**src/rtl/vliw_scoreboard.sv**
```systemverilog
// -----------------------------------------------------------------------------
// vliw_scoreboard
//
// Issue-hazard scoreboard for the multi-lane VLIW datapath. It sits between
// instruction decode and the functional-unit issue registers and tracks which
// architectural registers still have a result in flight in one of the
// variable-latency units.
//
// Each register r owns a small countdown cnt[r]. A fired bundle loads the
// countdown of every destination it writes with the unit latency (0 is
// treated as 1). The register stays busy while its countdown is nonzero.
// There is no bypass: a register is still busy in the cycle its countdown
// reads 1.
//
// A bundle stalls (issue_ready=0) when any active lane reads a busy register
// (RAW) or writes a busy register (WAW). Sources are compared against the
// pre-bundle busy state, so a lane may read another lane's destination in the
// same bundle without stalling. A bundle in which two active lanes write the
// same nonzero register still fires, but it marks nothing busy and raises
// illegal for one cycle.
//
// Handshake: issue_valid/issue_ready. A bundle is consumed in any cycle where
// issue_fire = issue_valid & issue_ready is high at the rising clock edge;
// issue_ready does not depend on issue_valid and is forced low during reset.
//
// Ports
//   clk            clock, all state updates on the rising edge
//   rst            synchronous reset, active-high
//   issue_valid    a bundle is presented this cycle
//   issue_lane_en  per-lane slot-used flags
//   issue_dst      destination register per lane, lane k at [k*REGW +: REGW]
//   issue_src1     first source register per lane
//   issue_src2     second source register per lane
//   issue_lat      unit latency per lane, lane k at [k*LATW +: LATW]
//   issue_ready    combinational: bundle may fire this cycle
//   issue_fire     combinational: issue_valid & issue_ready
//   illegal        registered one-cycle pulse after a duplicate-destination fire
//   busy_vec       registered: bit r set while register r has a pending write
//   stall_count    registered: saturating count of stalled cycles
// -----------------------------------------------------------------------------
module vliw_scoreboard #(
    parameter int LANES = 6,
    parameter int NREG  = 32,
    parameter int REGW  = 5,
    parameter int LATW  = 5,
    parameter int CNTW  = 16
) (
    input  logic                    clk,
    input  logic                    rst,
    input  logic                    issue_valid,
    input  logic [LANES-1:0]        issue_lane_en,
    input  logic [LANES*REGW-1:0]   issue_dst,
    input  logic [LANES*REGW-1:0]   issue_src1,
    input  logic [LANES*REGW-1:0]   issue_src2,
    input  logic [LANES*LATW-1:0]   issue_lat,
    output logic                    issue_ready,
    output logic                    issue_fire,
    output logic                    illegal,
    output logic [NREG-1:0]         busy_vec,
    output logic [CNTW-1:0]         stall_count
);

    // Per-register countdowns; entry 0 is never loaded and stays zero.
    logic [NREG-1:0][LATW-1:0] cnt_q;
    logic [NREG-1:0][LATW-1:0] cnt_d;
    logic                      illegal_q;
    logic [CNTW-1:0]           stall_q;

    logic raw_hz;
    logic waw_hz;
    logic dup_dst;

    // Busy lookup that treats register 0 and any index >= NREG as never busy,
    // so an out-of-range field cannot index past the countdown array.
    function automatic logic reg_busy(input logic [REGW-1:0] idx,
                                      input logic [NREG-1:0] bv);
        logic hit;
        hit = 1'b0;
        for (int r = 1; r < NREG; r++) begin
            if (idx == REGW'(r)) begin
                hit = bv[r];
            end
        end
        return hit;
    endfunction

    always_comb begin
        for (int r = 0; r < NREG; r++) begin
            busy_vec[r] = (cnt_q[r] != '0);
        end
    end

    // Hazard and duplicate-destination detection over the active lanes.
    always_comb begin
        raw_hz  = 1'b0;
        waw_hz  = 1'b0;
        dup_dst = 1'b0;
        for (int k = 0; k < LANES; k++) begin
            if (issue_lane_en[k]) begin
                raw_hz = raw_hz
                       | reg_busy(issue_src1[k*REGW +: REGW], busy_vec)
                       | reg_busy(issue_src2[k*REGW +: REGW], busy_vec);
                waw_hz = waw_hz | reg_busy(issue_dst[k*REGW +: REGW], busy_vec);
                for (int j = k + 1; j < LANES; j++) begin
                    if (issue_lane_en[j]
                        && (issue_dst[j*REGW +: REGW] == issue_dst[k*REGW +: REGW])
                        && (issue_dst[k*REGW +: REGW] != '0)) begin
                        dup_dst = 1'b1;
                    end
                end
            end
        end
    end

    assign issue_ready = !rst && !raw_hz && !waw_hz;
    assign issue_fire  = issue_valid && issue_ready;

    // Next countdown state: decrement everything, then overwrite the entries
    // loaded by this cycle's fire. A fired destination cannot already be busy
    // (that would be a WAW stall), so the load never races a live countdown.
    always_comb begin
        for (int r = 0; r < NREG; r++) begin
            cnt_d[r] = (cnt_q[r] != '0) ? (cnt_q[r] - LATW'(1)) : '0;
        end
        if (issue_fire && !dup_dst) begin
            for (int k = 0; k < LANES; k++) begin
                if (issue_lane_en[k] && (issue_dst[k*REGW +: REGW] != '0)) begin
                    for (int r = 1; r < NREG; r++) begin
                        if (issue_dst[k*REGW +: REGW] == REGW'(r)) begin
                            cnt_d[r] = (issue_lat[k*LATW +: LATW] == '0)
                                     ? LATW'(1) : issue_lat[k*LATW +: LATW];
                        end
                    end
                end
            end
        end
        cnt_d[0] = '0;
    end

    always_ff @(posedge clk) begin
        if (rst) begin
            cnt_q     <= '0;
            illegal_q <= 1'b0;
            stall_q   <= '0;
        end else begin
            cnt_q     <= cnt_d;
            illegal_q <= issue_fire && dup_dst;
            if (issue_valid && !issue_ready && (stall_q != '1)) begin
                stall_q <= stall_q + CNTW'(1);
            end
        end
    end

    assign illegal     = illegal_q;
    assign stall_count = stall_q;

endmodule

```
**config.mk**
```make
export PLATFORM = sky130hd
export DESIGN_NAME = vliw_scoreboard
export DESIGN_NICKNAME = d
export VERILOG_FILES = /design/src/rtl/vliw_scoreboard.sv
export SDC_FILE = /design/constraint.sdc
export NUM_CORES = 2
export LEC_CHECK = 0
export CORE_ASPECT_RATIO = 1.1
export CORE_MARGIN = 5
export CORE_UTILIZATION = 40
export CTS_CLUSTER_SIZE = 40
export DETAILED_ROUTE_END_ITERATION = 6
export PLACE_DENSITY = 0.59
export SYNTH_ARGS = -nofsm -noshare
export SYNTH_HDL_FRONTEND = slang
export SYNTH_SLANG_ARGS = --single-unit
```
**constraint.sdc**
```tcl
create_clock -name clk -period 3.96 [get_ports clk]
set_input_delay 0.396 -clock clk [delete_from_list [all_inputs] [get_ports clk]]
set_output_delay 0.396 -clock clk [all_outputs]
set_load 0.05 [all_outputs]
```
==> impl_results.md <==
* Status: complete, but fails checks
* Failing checks: setup timing
* Vias in the first global route at roughly 37k
* Rel. slew slack at between 10% and 20%
* Post-Layout Cell Count at a little over 6k
* Multi-input logic area at ~24000 um2
* Worst setup SP type: flip-flop
* Final Worst Setup Slack at -0.574 ns
* Total GRT Usage at 40.9%
* P_leak at 15.9 nW
* Most frequent cells in the layout: 683 x buf_4, 588 x nor2_1, 521 x nand2_1
* Tmin final at 4.53 ns
* Sequential-to-total area share from yosys stat at 12.1%
* Layout cells sized above 1 at 23.1%
* Synth-to-Final Area Change at 37.7%
* Placed Cells at 5965
* Ports at 180
* DR iter-0 viols at 6138
* # setup viols final at between 150 and 200
* CP Class: reg2reg
* First-pass GRT wire length at between 200000 and 250000 um
* Commonest non-fill, non-tap cell in the layout: buf_4
* Clk_lat worst skew at about 0.47 ns
* Clock Pin Slew Worst Setup and Hold Paths at 0.09 ns
* Final Hold Fails at 0
* Die Y-Extent at 290 um
* CTS tree: built
* Mapped Nets at ~4.7k
* Worst reg-to-reg setup slack at -0.57 ns
* Fillers at between 6k and 7k
* Area contributors post-synth: dfxtp_1 12%, a21oi_1 9.2%, nor2_1 7.8%
* Mean area per synthesized cell at 6.26 um2
* EDFF count, synth at 0
* Clk sinks at around 170
* Initial antenna violation count at 5
* Post-synth design cell area at 28500 um2
* Worst EP required at around 4.3 ns
* Vias per cell at between 6 and 7
* # nets final at ~5.3k
* DRC errors left at 0
* RSZ-0062 raised after global routing: yes
* RR Endpoint: cnt_q[104]
* Share of the synthesized area in the top cell type at about an eighth
* Reg2Reg Launch Point: cnt_q[41]
* TritonRoute pass-1 iters at 7
* Post-synth top area cell: dfxtp_1
* Most used DFF post-synth: dfxtp_1
* Max clock buf depth at 2
* FF+latch count, synth at between 150 and 200
* # hold bufs at CTS at 0
* Overflow after GRT at 0
* Hold EP: cnt_q[20]
* Fmax at between 0.2 and 0.25 GHz
* Setup_tns at -72.72 ns
* Gpl congestion at about 1.1
* Hold path cells at 2
* Hold_ws at around 0.53 ns
* Routed Antenna Nets at 0
* Root Buffer: clkbuf_16
* Routed vias at around 40k
* Crit end category: flip-flop
* Async SR Flop Fraction at 0%
* Row count at between 100 and 150
* Hold_sp: cnt_q[20]
* Clock Skews at 0.0197 ns
* FF-to-FF path depth at 20
* Maximum vdd drop at about 0.57 mV
* Routed wire per std cell at around 28 um
* PD cells at 705 nW/um2
* CP Data Arrival Time at 4.86 ns
* Hold Crit Class: reg2reg
* Chip Width at about 260 um
* Tcrit/Tclk final at 115%
* Hpwl dp at 118000 um
* Core footprint at a little over 70000 um2
* Syn. warnings at 0
* Reg area at 3460 um2
* Cts bufs inserted at 17
* Post-Route WL at roughly 170000 um
* Power Total at 27.7 mW
* Die area at about 77000 um2
* Initial Util at between 40 and 50%
* Max_cap viols at 0
* PortBufs at 178
* H-tree levels at 4
* CP max FO at 6
* Largest net degree at the start of global routing at 68
* Synth Instances at about 4.6k
* Yosys cell types at 86
* Slew @ Worst Pin at 1.29 ns
* Fin. max-slew vios at 0
power breakdown:
| part | switching [mW] | internal [mW] | total (mW) |
|---|---|---|---|
| clock network | 0.910 | 0.842 | 1.75 |
| registers | 0.472 | 2.25 | 2.72 |
| logic | 13.5 | 9.75 | 23.2 |
| total | 14.9 | 12.8 | 27.7 |
kinds of logic (layout without fill, tap and decap cells):
logic type               after synthesis  after routing  share of synthesized area (%)
AO/OA/AOI/OAI                       1614           1614                           35.8
XOR/XNOR                             132            132                           4.05
multiplexers                         221            221                           8.04
AND/OR/NAND/NOR                     1812           1813                           30.6
other                                  1              4                         0.0131
flip-flops                           172            172                           12.1
buffers and inverters                566           1182                           7.81
adder cells (fa/ha/maj)               37             37                           1.62
worst max-delay path: stages (launching register included):
cell and delay (ns):
dfxtp_2 0.34, inv_2 0.07, ha_4 0.13, nor4b_4 0.23
buf_4 0.19, clkinvlp_4 0.20, a211o_1 0.32, a221oi_2 0.27
a311oi_2 0.06, o211ai_1 0.63, o221ai_2 0.24, nor4_4 0.34
buf_6 0.18, buf_6 0.11, buf_6 0.11, buf_6 0.10
and3_4 0.29, buf_12 0.18, buf_8 0.12, mux2i_4 0.21
nor2_1 0.06
through the flow:
step	util (%)	setup WS (ns)	instance area, um2
3_5_place_dp	50.8	-0.424	35900
6_report	55.6	-0.574	39300
3_3_place_gp	50.8	-0.444	35900
4_1_cts	54.2	-0.425	38200
2_1_floorplan	-	0.142	28500
5_1_grt	55.6	-0.610	39300
sequential cells by signal, indices dropped and copies added (netlist names):
name and cells:
stall_count 16, illegal 1, cnt_q 155
what timing repair did:
action                                  in CTS  in global routing
endpoints found under the setup margin     173                174
gates resized for setup                    201                234
endpoints found under the hold margin        0                  0
setup buffers                               73                 37
cloned                                      19                  3
pin swaps                                   43                 54
worst max-delay path by stage:
| stage | from | end | slack, ns | cells after the start |
|---|---|---|---|---|
| after floorplan | cnt_q[10] | stall_count[10] | 0.14 | 16 |
| final | cnt_q[41] | cnt_q[104] | -0.57 | 20 |
| after CTS | cnt_q[40] | issue_fire | -0.42 | 17 |
| after global routing | cnt_q[41] | cnt_q[87] | -0.61 | 20 |
| after detailed placement | cnt_q[41] | cnt_q[124] | -0.42 | 17 |
| after global placement | issue_dst[23] | cnt_q[107] | -0.44 | 15 |
cells in the mapped netlist, drive strengths merged, types with 11 or more instances:
| cell | instances |
|---|---|
| nor2 | 594 |
| nand2 | 570 |
| a21oi | 524 |
| o21ai | 333 |
| clkbuf | 332 |
| a211oi | 241 |
| mux2i | 202 |
| dfxtp | 172 |
| inv | 144 |
| nor3 | 131 |
| o211ai | 122 |
| buf | 87 |
| nand3 | 87 |
| nand2b | 69 |
| xnor2 | 68 |
| xor2 | 64 |
| nor2b | 61 |
| nor4 | 49 |
| o22ai | 43 |
| ha | 37 |
| nor4b | 35 |
| a31oi | 33 |
| and3 | 31 |
| nand4 | 30 |
| or3 | 29 |
| a21o | 28 |
| o31ai | 28 |
| nor3b | 27 |
| nand3b | 24 |
| o311ai | 23 |
| a211o | 20 |
| a22oi | 19 |
| o32ai | 18 |
| o41ai | 18 |
| a21boi | 17 |
| a221oi | 17 |
| or4 | 15 |
| and2 | 14 |
| mux2 | 14 |
| o2111ai | 13 |
| o221ai | 13 |
| and3b | 12 |
| a32oi | 11 |
| nand4b | 11 |
| or3b | 11 |
cell type report:
type	instances	share of cell area, %
flip-flops and latches	172	8.81
diodes	3	0.0191
well taps	936	2.98
clock inverters	15	0.389
inverters	147	1.50
repair buffers	1003	23.7
multi-input cells	3818	61.5
clock buffers	17	1.08
per-layer routing:
metal	global-route usage, %	up-vias	wire length, um
met5	0	-	47
met4	33.0	8	18300
met3	10.9	1041	22400
met2	61.2	3115	69500
met1	49.0	18239	59700
li1	-	17890	-
Note: power is estimated with default switching activity, not from simulation.
